--- src/rtl/uart_mmio_bridge.sv ---
// uart_mmio_bridge
// UART-driven MMIO initiator. Parses command frames handed over by a UART
// core through its sticky rx/tx flag handshake and issues 32-bit MMIO
// accesses on the data bus.
//   write frame : 'W' A3 A2 A1 A0 D3 D2 D1 D0  -> reply 'K'
//   read  frame : 'R' A3 A2 A1 A0              -> reply D3 D2 D1 D0
//   unknown cmd -> '?', parity error on any byte -> 'E'
// Ports:
//   clk, rst                        clock, asynchronous active-high reset
//   rx_data/rx_flag/parity_error    received byte, sticky valid, parity status
//   rx_flag_clr                     one-cycle acknowledge of a consumed rx byte
//   tx_data/tx_send                 byte to send and one-cycle start pulse
//   tx_flag/tx_flag_clr             sticky tx-done flag and its acknowledge
//   data_mmio_addr                  MMIO address (holds after an access)
//   data_mmio_wr_addr_val           one-cycle write strobe
//   data_mmio_wr_data               MMIO write data
//   data_mmio_rd_data               MMIO read data (valid one cycle after addr)
//   busy                            high whenever the bridge is not idle
module uart_mmio_bridge #(
    parameter int ADDRESS_32_W    = 32,
    parameter int DATA_32_W       = 32,
    parameter int UART_DATA_WIDTH = 8,
    parameter int TIMEOUT_CYCLES  = 1000000
) (
    input  logic                       clk,
    input  logic                       rst,
    input  logic [UART_DATA_WIDTH-1:0] rx_data,
    input  logic                       rx_flag,
    input  logic                       parity_error,
    output logic                       rx_flag_clr,
    output logic [UART_DATA_WIDTH-1:0] tx_data,
    output logic                       tx_send,
    input  logic                       tx_flag,
    output logic                       tx_flag_clr,
    output logic [ADDRESS_32_W-1:0]    data_mmio_addr,
    output logic                       data_mmio_wr_addr_val,
    output logic [DATA_32_W-1:0]       data_mmio_wr_data,
    input  logic [DATA_32_W-1:0]       data_mmio_rd_data,
    output logic                       busy
);

    localparam logic [3:0] S_IDLE       = 4'd0;
    localparam logic [3:0] S_GET_ADDR   = 4'd1;
    localparam logic [3:0] S_GET_DATA   = 4'd2;
    localparam logic [3:0] S_RX_HOLD    = 4'd3;
    localparam logic [3:0] S_MMIO_WR    = 4'd4;
    localparam logic [3:0] S_MMIO_RD    = 4'd5;
    localparam logic [3:0] S_RD_CAPTURE = 4'd6;
    localparam logic [3:0] S_TX_SEND    = 4'd7;
    localparam logic [3:0] S_TX_WAIT    = 4'd8;
    localparam logic [3:0] S_TX_GAP     = 4'd9;

    localparam logic [7:0]  CMD_W     = 8'h57;
    localparam logic [7:0]  CMD_R     = 8'h52;
    localparam logic [7:0]  RSP_K     = 8'h4B;
    localparam logic [7:0]  RSP_E     = 8'h45;
    localparam logic [7:0]  RSP_Q     = 8'h3F;
    localparam logic [31:0] TMO_LIMIT = 32'(TIMEOUT_CYCLES - 1);

    logic [3:0]              state;
    logic [3:0]              after_hold;   // state to resume once RX_HOLD expires
    logic                    is_write;
    logic [2:0]              byte_cnt;
    logic [2:0]              tx_left;      // reply bytes still to transmit
    logic [31:0]             tmo_cnt;
    logic [ADDRESS_32_W-1:0] addr_sr;
    logic [DATA_32_W-1:0]    data_sr;
    logic [DATA_32_W-1:0]    reply;        // outgoing bytes, MSB first

    // busy is a pure decode of the state register
    assign busy = (state != S_IDLE);

    // Frame parser, MMIO sequencer and reply transmitter
    always_ff @(posedge clk or posedge rst) begin
        if (rst) begin
            state                 <= S_IDLE;
            after_hold            <= S_IDLE;
            is_write              <= 1'b0;
            byte_cnt              <= 3'd0;
            tx_left               <= 3'd0;
            tmo_cnt               <= 32'd0;
            addr_sr               <= '0;
            data_sr               <= '0;
            reply                 <= '0;
            rx_flag_clr           <= 1'b0;
            tx_data               <= '0;
            tx_send               <= 1'b0;
            tx_flag_clr           <= 1'b0;
            data_mmio_addr        <= '0;
            data_mmio_wr_addr_val <= 1'b0;
            data_mmio_wr_data     <= '0;
        end else begin
            // all handshake outputs are single-cycle pulses
            rx_flag_clr           <= 1'b0;
            tx_send               <= 1'b0;
            tx_flag_clr           <= 1'b0;
            data_mmio_wr_addr_val <= 1'b0;
            case (state)
                S_IDLE: begin
                    tmo_cnt  <= 32'd0;
                    byte_cnt <= 3'd0;
                    if (rx_flag) begin
                        rx_flag_clr <= 1'b1;
                        state       <= S_RX_HOLD;
                        if (parity_error) begin
                            reply      <= {RSP_E, {(DATA_32_W-8){1'b0}}};
                            tx_left    <= 3'd1;
                            after_hold <= S_TX_SEND;
                        end else if ((rx_data == CMD_W) || (rx_data == CMD_R)) begin
                            is_write   <= (rx_data == CMD_W);
                            after_hold <= S_GET_ADDR;
                        end else begin
                            reply      <= {RSP_Q, {(DATA_32_W-8){1'b0}}};
                            tx_left    <= 3'd1;
                            after_hold <= S_TX_SEND;
                        end
                    end
                end
                S_GET_ADDR, S_GET_DATA: begin
                    if (rx_flag) begin
                        rx_flag_clr <= 1'b1;
                        state       <= S_RX_HOLD;
                        tmo_cnt     <= 32'd0;
                        if (parity_error) begin
                            byte_cnt   <= 3'd0;
                            reply      <= {RSP_E, {(DATA_32_W-8){1'b0}}};
                            tx_left    <= 3'd1;
                            after_hold <= S_TX_SEND;
                        end else begin
                            if (state == S_GET_ADDR) begin
                                addr_sr <= {addr_sr[ADDRESS_32_W-UART_DATA_WIDTH-1:0], rx_data};
                            end else begin
                                data_sr <= {data_sr[DATA_32_W-UART_DATA_WIDTH-1:0], rx_data};
                            end
                            if (byte_cnt == 3'd3) begin
                                byte_cnt <= 3'd0;
                                if (state == S_GET_DATA) begin
                                    after_hold <= S_MMIO_WR;
                                end else if (is_write) begin
                                    after_hold <= S_GET_DATA;
                                end else begin
                                    after_hold <= S_MMIO_RD;
                                end
                            end else begin
                                byte_cnt   <= byte_cnt + 3'd1;
                                after_hold <= state;
                            end
                        end
                    end else if (tmo_cnt == TMO_LIMIT) begin
                        // stalled frame: drop it silently
                        state    <= S_IDLE;
                        tmo_cnt  <= 32'd0;
                        byte_cnt <= 3'd0;
                    end else begin
                        tmo_cnt <= tmo_cnt + 32'd1;
                    end
                end
                S_RX_HOLD: begin
                    // rx_flag is ignored here while the UART core drops it;
                    // bus outputs are loaded so they are valid in MMIO_WR/RD
                    state <= after_hold;
                    if ((after_hold == S_MMIO_WR) || (after_hold == S_MMIO_RD)) begin
                        data_mmio_addr <= addr_sr;
                    end
                    if (after_hold == S_MMIO_WR) begin
                        data_mmio_wr_data     <= data_sr;
                        data_mmio_wr_addr_val <= 1'b1;
                    end
                end
                S_MMIO_WR: begin
                    reply   <= {RSP_K, {(DATA_32_W-8){1'b0}}};
                    tx_left <= 3'd1;
                    state   <= S_TX_SEND;
                end
                S_MMIO_RD: begin
                    state <= S_RD_CAPTURE;
                end
                S_RD_CAPTURE: begin
                    reply   <= data_mmio_rd_data;
                    tx_left <= 3'd4;
                    state   <= S_TX_SEND;
                end
                S_TX_SEND: begin
                    tx_data <= reply[DATA_32_W-1 -: UART_DATA_WIDTH];
                    tx_send <= 1'b1;
                    state   <= S_TX_WAIT;
                end
                S_TX_WAIT: begin
                    if (tx_flag) begin
                        tx_flag_clr <= 1'b1;
                        state       <= S_TX_GAP;
                    end
                end
                S_TX_GAP: begin
                    // one idle cycle so the UART core sees tx_flag clear
                    reply   <= reply << UART_DATA_WIDTH;
                    tx_left <= tx_left - 3'd1;
                    if (tx_left == 3'd1) begin
                        state <= S_IDLE;
                    end else begin
                        state <= S_TX_SEND;
                    end
                end
                default: begin
                    state <= S_IDLE;
                end
            endcase
        end
    end

endmodule
--- config.mk ---
export PLATFORM = sky130hd
export DESIGN_NAME = uart_mmio_bridge
export DESIGN_NICKNAME = d
export VERILOG_FILES = /design/src/rtl/uart_mmio_bridge.sv
export SDC_FILE = /design/constraint.sdc
export NUM_CORES = 1
export LEC_CHECK = 0
export BUFFER_PORTS_ARGS = -buffer_cell sky130_fd_sc_hd__buf_2
export CORE_AREA = 2 2 139 141
export DETAILED_ROUTE_END_ITERATION = 8
export DIE_AREA = 0 0 141 143
export GPL_ROUTABILITY_DRIVEN = 0
export PLACE_DENSITY = 0.7
export SLEW_MARGIN = 20
export SYNTH_ARGS = -nofsm -noshare
export SYNTH_HDL_FRONTEND = slang
export SYNTH_SLANG_ARGS = --single-unit
--- constraint.sdc ---
create_clock -name clk -period 16.4 [get_ports clk]
set_clock_uncertainty 0.1 [all_clocks]
set_input_delay 3.28 -clock clk [delete_from_list [all_inputs] [get_ports clk]]
set_output_delay 3.28 -clock clk [all_outputs]
set_load 0.05 [all_outputs]
## Yosys cells after proc, flatten, opt, wreduce, memory -nomap -nowiden

Cells that the tools add are included.

| cells by class | value |
|---|---|
| equal/unequal tests | 22 |
| bitwise operators | 2 |
| mux-type cells | 42 |
| add/subtract/negate cells | 3 |
| reductions and logical operators | 18 |

Operator list:

| kind | count |
|---|---|
| 32-bit 2-to-1 mux | 7 |
| 32-bit one-hot mux with 5 select lines | 1 |
| 32-bit one-hot mux with 2 select lines | 1 |
| 3-bit 2-to-1 mux | 14 |
| 32-bit by 1-bit adder with 32-bit output, second input constant | 1 |
| 32-bit by 20-bit == test with 1-bit output, second input constant | 1 |
| 4-bit 2-to-1 mux | 8 |
| 4-bit one-hot mux with 8 select lines | 1 |
| 4-bit by 3-bit == test with 1-bit output, second input constant | 6 |
| 8-bit by 7-bit == test with 1-bit output, second input constant | 2 |
| 3-bit one-hot mux with 5 select lines | 1 |
| 4-bit AND reduction | 3 |
| 4-bit by 2-bit == test with 1-bit output, second input constant | 2 |
| 4-bit == test, second input constant | 2 |
| 2-bit inequality test, second input constant | 4 |
| 4-bit one-hot mux with 2 select lines | 1 |
| 1-bit 2-to-1 mux | 7 |
| 3-bit inequality test, second input constant | 2 |
| 3-bit one-hot mux with 2 select lines | 1 |
| 2-bit AND reduction | 3 |
| 3-bit AND reduction | 2 |
| 5-bit AND reduction | 1 |
| 5-bit nonzero test | 1 |
| 4-bit by 1-bit == test with 1-bit output, second input constant | 1 |
| 11 further kinds | 14 |

| storage, ports and cells | value |
|---|---|
| output and inout port bits | 77 |
| register bits after elaboration | 219 |

## Depth between registers and ports, before layout

Gate-level depths: netlist (run 1).

| depth | value |
|---|---|
| depth after elaboration | 6 |
| gate-level depth with buffers | 7 |
| gate-level depth less buffers | 7 |

## Worst setup path after synthesis (run 1)

Ideal clock, no wire load.

| path | value |
|---|---|
| path type | input -> register |
| from | input rx_data[3] |
| to | register tx_left[2] |
| data required time | 16213 ps |
| arrival | 4535 ps |
| library setup time | 87 ps |
| path slack | 11678 ps |
| stages on the path | 6 |
| cell sequence | nor4bb_1 -> and4_1 -> o2bb2ai_1 -> clkbuf_1 -> o21ai_0 -> o211ai_1 |

| between the ends | value |
|---|---|
| cells in the longest elaborated chain, start to end | 4 |
| elaborated cells on any way between the ends | 5 |

RTL lines:

| item | line | source |
|---|---|---|
| from (decl) | 27 | `input logic [UART_DATA_WIDTH-1:0] rx_data,` |
| 8-bit by 7-bit == test with 1-bit output | 109 | `end else if ((rx_data == CMD_W) \|\| (rx_data == CMD_R)) begin` |
| 1-bit logical OR * | 109 |  |
| 3-bit inequality test (no source line) * | n/a |  |
| 5-bit AND reduction (no source line) * | n/a |  |
| to (signal assigned) | 197 | `tx_left <= tx_left - 3'd1;` |
| to (decl) | 64 | `logic [2:0] tx_left;` |

Every way passes the cells marked *; elsewhere a longest branch is shown, timed or not.
A chain may end at the register's enable or synchronous reset.

## Worst setup path in the final report (run 1)

| path | value |
|---|---|
| from | register state[0] |
| to | output busy |

| between the ends | value |
|---|---|
| cells in the longest elaborated chain, start to end | 1 |

RTL lines:

| item | line | source |
|---|---|---|
| from (decl) | 60 | `logic [3:0] state;` |
| from (signal assigned) | 161 | `state <= after_hold;` |
| 4-bit nonzero test | 71 | `assign busy = (state != S_IDLE);` |
| to (decl) | 39 | `output logic busy` |

Every way passes these cells.

==> results.sh, run 1 <==
export IMPL_mostFrequentLayoutCell="dfrtp_1"
export IMPL_pwr_share_comb_pct=31.3
export IMPL_viasPerCell=5.568
export IMPL_nets_finish=897
export IMPL_syn_cell_area_mm2=0.009241
export IMPL_initial_antenna_violation_count=1
export IMPL_leakagePower_nw=5.442
export IMPL_synth_warnings=0
export IMPL_post_cts_setup_buffer_count=0
export IMPL_syn_to_final_growth_pct=17.45
export IMPL_synthCells=730
export IMPL_post_layout_total_power_w=0.001924
export IMPL_pin_count=122
export IMPL_floorplan_initialDensity_pct=49.74
export IMPL_globalRouteOverflowTotal=0
export IMPL_synth_async_reset_ratio_pct=100.0
export IMPL_layout_drive_gt1_share_pct=36.88
export IMPL_pin_count_of_the_biggest_net_entering_global_routing=150
export IMPL_route_detailed_wl_per_inst_um=16.92
export IMPL_cts_path_max_buffers=3
export IMPL_power_per_cell_area_mw_per_mm2=177.2
export IMPL_setup_repair_after_global_routing_missed_its_margin="no"
export IMPL_total_negative_slack_ns=0
export IMPL_fin_cells=1100
export IMPL_worst_r2r_setup_slack_ns=12.85
export IMPL_grtUsageTotal_pct=18.75
export IMPL_crit_fanout=18
export IMPL_worst_setup_path_startpoint="state[0]"
export IMPL_worst_setup_path_end_kind="output pin"
export IMPL_final_max_slew_viol_count=0
export IMPL_core_region_area_mm2=0.01858
export IMPL_max_freq_ghz=0.1857
export IMPL_place_detailed_instances=1057
export IMPL_die_h_um=143
export IMPL_drc=0
export IMPL_cts_hold_fix_buffers=0
export IMPL_timing_final_hold_violations=0
export IMPL_switching_share_pct=36.87
export IMPL_most_used_cells_in_the_layout_excluding_fill_and_tap_cells="dfrtp_1, mux2_2, buf_2, nor2_1, nand2_1"
export IMPL_worst_path_max_delay_cell="dfrtp_1"
export IMPL_ff2ff_path_depth=5
export IMPL_seq_area_frac_synth_pct=59.30
export IMPL_placedInstanceArea_mm2=0.01008
export IMPL_cts_htree_levels=1
export IMPL_postSynth_topFlopCell="dfrtp_1"
export IMPL_post_dp_hpwl_um=11980
export IMPL_std_cell_rows=50
export IMPL_route_final_wire_length_um=18610
export IMPL_num_vias=6125
export IMPL_die_width_um=141
export IMPL_clock_insertion_delay_worst_skew_ns=0.51
export IMPL_dr_pass1_iters=5
export IMPL_critical_path_max_stage_delay_ns=0.60
export IMPL_regToRegStartpoint="state[2]"
export IMPL_synth_net_count=779
export IMPL_portBuffers=121
export IMPL_n_fill_cell=1527
export IMPL_clock_root_buffer="clkbuf_16"
export IMPL_crit_path_cell_trace="nor2_1 -> nand2_1 -> buf_2"
export IMPL_power_clock_fraction_pct=26.6
export IMPL_grt_first_pass_wirelength_um=30970
export IMPL_seqPwrFrac_pct=42.1
export IMPL_maxCapViolations=0
export IMPL_max_slew_worst_pin_slew_ns=1.001
export IMPL_numCtsBuffers=23
export IMPL_clk_pin_slew_ns=0.06
export IMPL_cell_internal_power_w=0.001214
export IMPL_maximum_ir_drop_on_the_vdd_rail_mv=0.1161
export IMPL_clock_sinks=219
export IMPL_startpoint_class="register"
export IMPL_syn_mean_instance_area_um2=12.66
export IMPL_worst_hold_path_type="register to register"
export IMPL_first_global_vias=6104
export IMPL_cts_tree="yes"
export IMPL_worst_slew_margin_rel_pct=33.08
export IMPL_cp_arrival_ns=2.00
export IMPL_worst_ep_required_time_ns=13.02
export IMPL_postRouteAntennaNets=0
export IMPL_critical_path_class="register to output pin"
export IMPL_capturing_instance_or_port_of_the_critical_path="busy"
export IMPL_status="complete, no violations"
export IMPL_post_cts_resize_count=0
export IMPL_crit_reg2reg_capture="data_mmio_wr_data[2]"
export IMPL_synth_enable_flop_cells=0
export IMPL_total_switching_power_w=0.0007092
export IMPL_dieArea_mm2=0.02016
export IMPL_final_area_mm2=0.01085
export IMPL_drt_first_iter_violations=428
export IMPL_ys_seq_elements=219
export IMPL_finalSetupViolCount=0
export IMPL_period_minus_slack_ns=5.384
export IMPL_fraction_of_the_cycle_the_final_worst_path_needs_pct=32.83
export IMPL_netlist_cell_types=59
==> power by group through the flow <==
stage | Clock, W | Sequential, W | Combinational (W)
detailed placement | 0 | 0.000818 | 0.000602
CTS | 0.000526 | 0.000810 | 0.000604
global placement | 0 | 0.000814 | 0.000592
finish | 0.000512 | 0.000810 | 0.000602
floorplan | 0 | 0.000933 | 0.000329
global route | 0.000549 | 0.000832 | 0.000655
==> worst max-delay path, delay by kind of cell (launching register included) <==
family | cells | cell delay (ns)
buffers and inverters | 1 | 0.25
DFF | 1 | 0.60
and+or+nand+nor | 2 | 0.64
==> sequential cells by signal, summed over array words and instances, names as in the netlist, 4 cells and up <==
| register | count |
|---|---|
| addr_sr | 32 |
| after_hold | 4 |
| data_mmio_addr | 32 |
| data_mmio_wr_data | 32 |
| data_sr | 32 |
| reply | 32 |
| state | 4 |
| tmo_cnt | 32 |
| tx_data | 8 |
==> metrics by stage <==
step	worst slack (ns)	hold slack, ns	utilization, %
3_5_place_dp	11.17	0.3647	54.26
2_1_floorplan	7.027	0.3446	-
5_1_grt	10.92	0.3991	58.40
6_report	11.02	0.3700	58.42
4_1_cts	11.05	0.3778	58.34
3_3_place_gp	11.16	0.3593	54.22
==> cell usage after synthesis, drive strengths merged, types with 3 or more instances <==
| cell | n | area (um2) |
|---|---|---|
| dfrtp | 219 | 5480 |
| and3 | 4 | 25.02 |
| nand2 | 46 | 172.7 |
| nor4 | 7 | 65.06 |
| o22ai | 4 | 25.02 |
| and2 | 4 | 25.02 |
| a21oi | 20 | 107.6 |
| xnor2 | 17 | 148.9 |
| nand2b | 5 | 31.28 |
| o21ai | 24 | 120.1 |
| buf | 17 | 86.33 |
| and4 | 7 | 61.31 |
| clkbuf | 17 | 63.81 |
| nand3 | 13 | 65.06 |
| nor3 | 5 | 25.02 |
| inv | 30 | 112.6 |
| nor2 | 50 | 195.2 |
| a22o | 10 | 87.58 |
| a221oi | 5 | 43.79 |
| nor2b | 7 | 43.79 |
| ha | 4 | 50.05 |
| o211ai | 3 | 22.52 |
| a211oi | 4 | 35.03 |
| mux2 | 135 | 1520 |
| nor4b | 4 | 41.29 |
| a222oi | 17 | 170.2 |
| xor2 | 5 | 43.79 |
| nor3b | 3 | 22.52 |
| nand4 | 12 | 96.34 |
| a31oi | 8 | 50.05 |
| or3 | 3 | 18.77 |
==> routing by layer <==
| layer | vias up | GRT usage, % | wire (um) |
|---|---|---|---|
| met3 | 28 | 4.695 | 1132 |
| met5 | - | 0 | 0 |
| met4 | 0 | 4.421 | 306 |
| met1 | 3072 | 25.63 | 8338 |
| li1 | 2874 | - | - |
| met2 | 151 | 30.47 | 8836 |
==> area by class of cell <==
type	count	area (um2)	share of cell area [%]
Sequential cell	219	5480	50.49
Multi-Input combinational cell	447	3545	32.66
Clock buffer	33	673.1	6.202
Timing Repair Buffer	127	650.6	5.994
Tap cell	234	292.8	2.697
Inverter	30	125.1	1.153
Clock inverter	9	85.08	0.7839
Antenna cell	1	2.502	0.02305
==> how the worst min path moves through the flow <==
| stage | startpoint | to | slack (ns) | depth (start not counted) |
|---|---|---|---|---|
| global route | tx_data[2] | tx_data[2] | 0.40 | 2 |
| global placement | tx_data[2] | tx_data[2] | 0.36 | 2 |
| finish | tx_data[2] | tx_data[2] | 0.37 | 2 |
| CTS | tx_data[2] | tx_data[2] | 0.38 | 2 |
| detailed placement | tx_data[2] | tx_data[2] | 0.36 | 2 |
| floorplan | reply[30] | reply[30] | 0.34 | 2 |
==> cells by family (layout without fill, tap and decap cells) <==
kind of cell    after synthesis  in the layout  synth area share, %
mux                         135            135                16.45
fa+ha+maj                     5              5               0.6499
simple gates                179            179                10.51
xor+xnor                     22             22                2.085
compound gates              106            106                8.164
other cells                   0              1                    0
flops                       219            219                59.30
buf+inv                      64            199                2.843
No activity file was read; power rests on OpenSTA's default activity.
==> inputs of run 2 (changes only) <==
Settings changed: PLACE_DENSITY 0.7 to 0.73.
Clock period 16.4 ns to 4.6 ns, I/O delays scaled along.
==> run 2 against run 1 <==
  * Critical path depth is the same
  * Clock power grew to 3.9 times the previous value
  * Sequential cell count is the same
  * Critical path type unchanged
  * Register-to-register slack lost 11 ns
  * Global-route usage grew 0.14 points
  * Core utilization grew 0.65 points
  * Critical endpoint unchanged
  * Sequential power grew to 3.6 times the previous value
  * Worst hold slack gained 0.0083 ns
  * Die area is the same
==> results.sh, run 2 (synthesis gave the netlist of run 1 again) <==
export IMPL_nets_finish=903
export IMPL_worst_r2r_setup_slack_ns=1.71
export IMPL_timing_final_hold_violations=0
export IMPL_ff2ff_path_depth=6
export IMPL_clock_root_buffer="clkbuf_16"
export IMPL_placement_setup_worst_slack_ns=1.686
export IMPL_die_width_um=141
export IMPL_mostFrequentLayoutCell="dfrtp_1"
export IMPL_route_final_wire_length_um=18720
export IMPL_core_region_area_mm2=0.01858
export IMPL_multi_input_comb_area_mm2=0.003530
export IMPL_viasPerCell=5.544
export IMPL_cts_hold_fix_buffers=0
export IMPL_num_vias=6126
export IMPL_period_minus_slack_ns=3.080
export IMPL_total_negative_slack_ns=0
export IMPL_critical_path_max_stage_delay_ns=0.82
export IMPL_globalRouteOverflowTotal=0
export IMPL_dr_pass1_iters=9
export IMPL_crit_path_cell_trace="nor2_1 -> nand2_1 -> buf_2"
export IMPL_crit_reg2reg_capture="data_mmio_wr_data[5]"
export IMPL_die_h_um=143
export IMPL_cts_tree="yes"
export IMPL_layout_drive_gt1_share_pct=37.24
export IMPL_drt_first_iter_violations=417
export IMPL_max_slew_worst_pin_slew_ns=0.9893
export IMPL_clock_insertion_delay_worst_skew_ns=0.50
export IMPL_clk_pin_slew_ns=0.06
export IMPL_layout_area_seq_mm2=0.005480
export IMPL_post_dp_hpwl_um=12340
export IMPL_startpoint_class="register"
export IMPL_postRouteAntennaNets=0
export IMPL_finalSetupViolCount=0
export IMPL_grtUsageTotal_pct=18.89
export IMPL_dieArea_mm2=0.02016
export IMPL_power_per_cell_area_mw_per_mm2=641.1
export IMPL_final_standard_cell_utilization_of_the_core_pct=59.07
export IMPL_cp_arrival_ns=2.06
export IMPL_maxCapViolations=0
export IMPL_worst_slew_margin_rel_pct=34.05
export IMPL_crit_fanout=24
export IMPL_final_max_slew_viol_count=0
export IMPL_worst_setup_path_end_kind="output pin"
export IMPL_cts_path_max_buffers=3
export IMPL_clock_sinks=219
export IMPL_post_cts_setup_buffer_count=0
export IMPL_portBuffers=121
export IMPL_pin_count=122
export IMPL_most_used_cells_in_the_layout_excluding_fill_and_tap_cells="dfrtp_1, mux2_2, buf_2, nor2_1, nand2_1"
export IMPL_syn_to_final_growth_pct=18.76
export IMPL_setup_repair_after_global_routing_missed_its_margin="no"
export IMPL_first_global_vias=6068
export IMPL_maximum_ir_drop_on_the_vdd_rail_mv=0.3978
export IMPL_worst_ep_required_time_ns=3.58
export IMPL_post_cts_resize_count=0
export IMPL_worst_hold_path_type="register to register"
export IMPL_worst_path_max_delay_cell="dfrtp_1"
export IMPL_std_cell_rows=50
export IMPL_max_freq_ghz=0.3246
export IMPL_worst_setup_path_startpoint="state[1]"
export IMPL_drc=0
export IMPL_n_fill_cell=1492
export IMPL_cts_htree_levels=1
export IMPL_initial_antenna_violation_count=1
export IMPL_status="complete, no violations"
export IMPL_grt_first_pass_wirelength_um=31110
export IMPL_setup_ws_ns=1.520
export IMPL_critical_path_class="register to output pin"
export IMPL_fraction_of_the_cycle_the_final_worst_path_needs_pct=66.96
export IMPL_pin_count_of_the_biggest_net_entering_global_routing=94
export IMPL_capturing_instance_or_port_of_the_critical_path="busy"
export IMPL_regToRegStartpoint="state[1]"
export IMPL_numCtsBuffers=24
export IMPL_leakagePower_nw=5.500
export IMPL_route_detailed_wl_per_inst_um=16.94
export IMPL_floorplan_initialDensity_pct=49.74
[run 2: cell types whose count changed in the layout (fill, tap and decap cells not counted), moves of 2 or more]
cell,before,now
buf_12,0,2
buf_4,6,9
clkbuf_16,23,25
bufinv_16,1,4
clkinv_2,7,5
clkbuf_8,6,4
[run 2: cell type report]
| type | instances | area share, % |
|---|---|---|
| Sequential cell | 219 | 49.93 |
| Clock inverter | 9 | 1.322 |
| Inverter | 30 | 1.060 |
| Multi-Input combinational cell | 447 | 32.16 |
| Antenna cell | 1 | 0.02280 |
| Tap cell | 234 | 2.668 |
| Timing Repair Buffer | 132 | 6.498 |
| Clock buffer | 33 | 6.338 |
[run 2: report_power, final]
group | total [W] | internal (W) | switching (W) | leakage, nW
registers | 0.00291 | 0.00249 | 0.000421 | 2.92
logic | 0.00212 | 0.000768 | 0.00135 | 2.16
clock network | 0.00201 | 0.00127 | 0.000733 | 0.418
total | 0.00704 | 0.00453 | 0.00251 | 5.50
[run 2: through the flow]
step / hold WS, ns / cell area (um2) / total power [W] / instances
after floorplan: 0.3446 / 9245 / 0.004502 / 730
after global routing: 0.4027 / 10970 / 0.007434 / 1104
final: 0.3782 / 10980 / 0.007037 / 1105
after CTS: 0.3835 / 10970 / 0.007117 / 1104
after detailed placement: 0.3703 / 10130 / 0.005072 / 1062
after global placement: 0.3617 / 10130 / 0.005019 / 1062
[run 2: critical path: cells and delay by family, from the launching register on]
kind,cells,cell delay [ns]
flops,1,0.82
simple gates,2,0.44
buf+inv,1,0.29
[run 2: how the worst min path moves through the flow]
stage / startpoint / to / cells after the start
2_1_floorplan: reply[30] / reply[30] / 2
3_3_place_gp: reply[28] / reply[28] / 2
3_5_place_dp: tx_data[2] / tx_data[2] / 2
4_1_cts: tx_data[2] / tx_data[2] / 2
5_1_grt: reply[25] / reply[25] / 2
6_report: reply[25] / reply[25] / 2
[run 2: per-layer routing]
layer / routed length, um / GRT usage (%)
met1: 8181 / 25.95
met2: 8947 / 30.55
met3: 1275 / 5.097
met4: 306 / 4.000
met5: 11 / 0
==> inputs of run 3 (changes only) <==
Settings changed: PLACE_DENSITY 0.73 to 0.7.
Clock period 4.6 ns to 3 ns, I/O delays scaled along.
==> run 3 against run 2 <==
  * Sequential cell count unchanged
  * Routed wire length decreased by 0.39%
  * Combinational power increased by 58%
  * Sequential power increased by 53%
  * Worst hold slack got worse by 0.18 ns
  * Cell area decreased by 0.15%
  * Power increased by 51%
  * Die area unchanged
  * Sequential share of layout area increased by 0.074 points
  * Non-clock buffer count increased by 6
  * Global-route usage decreased by 0.15 points
  * Clock-buffer cell count unchanged
==> results.sh, run 3 (synthesis gave the netlist of run 1 again) <==
export IMPL_final_max_slew_viol_count=0
export IMPL_grtUsageTotal_pct=18.74
export IMPL_grtUsageMet1_pct=26.15
export IMPL_cts_path_max_buffers=3
export IMPL_initial_antenna_violation_count=0
export IMPL_globalRoute_busiestLayer="met2"
export IMPL_worst_setup_path_end_kind="output pin"
export IMPL_clock_sinks=219
export IMPL_finalSetupViolCount=0
export IMPL_final_area_mm2=0.01096
export IMPL_crit_path_cell_trace="nor2_1 -> nand2_1 -> buf_2"
export IMPL_max_slew_worst_pin_slew_ns=0.7661
export IMPL_status="complete, no violations"
export IMPL_floorplan_initialDensity_pct=49.74
export IMPL_route_final_wire_length_um=18650
export IMPL_globalRouteOverflowTotal=0
export IMPL_fraction_of_the_cycle_the_final_worst_path_needs_pct=93.05
export IMPL_clock_insertion_delay_worst_skew_ns=0.51
export IMPL_placedInstanceArea_mm2=0.01019
export IMPL_place_detailed_instances=1067
export IMPL_postRouteAntennaNets=0
export IMPL_maxCapViolations=0
export IMPL_first_global_vias=6024
export IMPL_std_cell_rows=50
export IMPL_crit_fanout=24
export IMPL_period_minus_slack_ns=2.792
export IMPL_startpoint_class="register"
export IMPL_route_detailed_wl_per_inst_um=16.82
export IMPL_core_region_area_mm2=0.01858
export IMPL_maximum_ir_drop_on_the_vdd_rail_mv=0.5867
export IMPL_nets_finish=908
export IMPL_numCtsBuffers=23
export IMPL_drt_first_iter_violations=521
export IMPL_fin_cells=1109
export IMPL_drc=0
export IMPL_worst_slew_margin_rel_pct=48.93
export IMPL_final_standard_cell_utilization_of_the_core_pct=58.98
export IMPL_grt_first_pass_wirelength_um=31020
export IMPL_pin_count_of_the_biggest_net_entering_global_routing=80
export IMPL_syn_to_final_growth_pct=18.59
export IMPL_antenna_cells=0
export IMPL_dieArea_mm2=0.02016
export IMPL_mostFrequentLayoutCell="dfrtp_1"
export IMPL_worst_hold_path_type="input pin to register"
export IMPL_n_fill_cell=1488
export IMPL_timing_final_hold_violations=0
export IMPL_most_used_cells_in_the_layout_excluding_fill_and_tap_cells="dfrtp_1, mux2_2, buf_2, nor2_1, nand2_1"
export IMPL_viasPerCell=5.526
export IMPL_max_freq_ghz=0.3582
export IMPL_layout_drive_gt1_share_pct=37.14
export IMPL_post_dp_hpwl_um=12390
export IMPL_cts_tree="yes"
export IMPL_setup_repair_after_global_routing_missed_its_margin="no"
export IMPL_post_layout_total_power_w=0.01060
export IMPL_worst_ep_required_time_ns=2.30
export IMPL_pin_count=122
export IMPL_die_width_um=141
export IMPL_critical_path_class="register to output pin"
export IMPL_post_cts_setup_buffer_count=0
export IMPL_cts_htree_levels=1
export IMPL_clock_root_buffer="clkbuf_16"
export IMPL_portBuffers=121
export IMPL_use_met3_pct=4.326
export IMPL_dr_pass1_iters=6
export IMPL_grt_met2_usage_pct=30.09
export IMPL_die_h_um=143
export IMPL_clk_pin_slew_ns=0.07
export IMPL_cp_arrival_ns=2.09
export IMPL_critical_path_max_stage_delay_ns=0.84
export IMPL_leakagePower_nw=5.491
export IMPL_power_per_cell_area_mw_per_mm2=967.3
export IMPL_num_vias=6128
export IMPL_worst_path_max_delay_cell="dfrtp_1"
-- run 3: changes by cell type in the layout (fill, tap and decap cells not counted), sizes merged --
cell	change
bufinv	-2
inv	+1
clkinv	-1
clkinvlp	+1
diode	-1
dlygate4sd3	+1
buf	+5
-- run 3: cell type report --
cell class	instances	area, um2	area share (%)
sequential	219	5480	50.01
multi-input combinational	447	3530	32.21
timing repair buffer	138	785.8	7.170
clock buffer	33	643.1	5.868
tap	234	292.8	2.672
inverter	30	116.4	1.062
clock inverter	8	111.4	1.016
-- run 3: final timing paths --
kind                                        from                     to  slack, ns  cells after the start
setup / recovery                        state[1]                   busy       0.21                      3
hold / removal             data_mmio_rd_data[11]              reply[11]       0.20                      3
setup reg to reg                      tmo_cnt[0]            tmo_cnt[31]       0.52                      7
hold reg to reg                        reply[29]              reply[29]       0.38                      2
max in group asynchronous                    rst  data_mmio_wr_data[14]       1.51                      4
min in group asynchronous                    rst     data_mmio_addr[23]       0.55                      3
-- run 3: timing repair --
item,4_1_cts,5_1_grt
hold buffers,1,0
setup endpoints to repair,0,0
hold endpoints to repair,14,0
resized for setup,0,0
-- run 3: metal layers --
metal | vias up | routed length (um)
li1 | 2887 | -
met3 | 26 | 1082
met2 | 144 | 8906
met1 | 3071 | 8299
met5 | - | 0
met4 | 0 | 360
-- run 3: critical path: cells and delay by family (launching register included) --
family	cells	cell delay [ns]
flops	1	0.84
simple gates	2	0.44
buf+inv	1	0.30
-- run 3: where the power goes --
group	internal [W]	total (W)	switching, W
logic	0.00123	0.00334	0.00211
registers	0.00382	0.00444	0.000623
clock network	0.00168	0.00282	0.00115
total	0.00673	0.0106	0.00388
-- run 3: through the flow --
stage / TNS (ns) / hold WS (ns) / worst slack (ns)
after CTS: 0 / 0.1818 / 0.2153
after global placement: 0 / 0.3574 / 0.5972
final: 0 / 0.2008 / 0.2084
after global routing: 0 / 0.2029 / 0.06519
after detailed placement: 0 / 0.3711 / 0.5031
after floorplan: -121.35 / 0.3446 / -0.5541
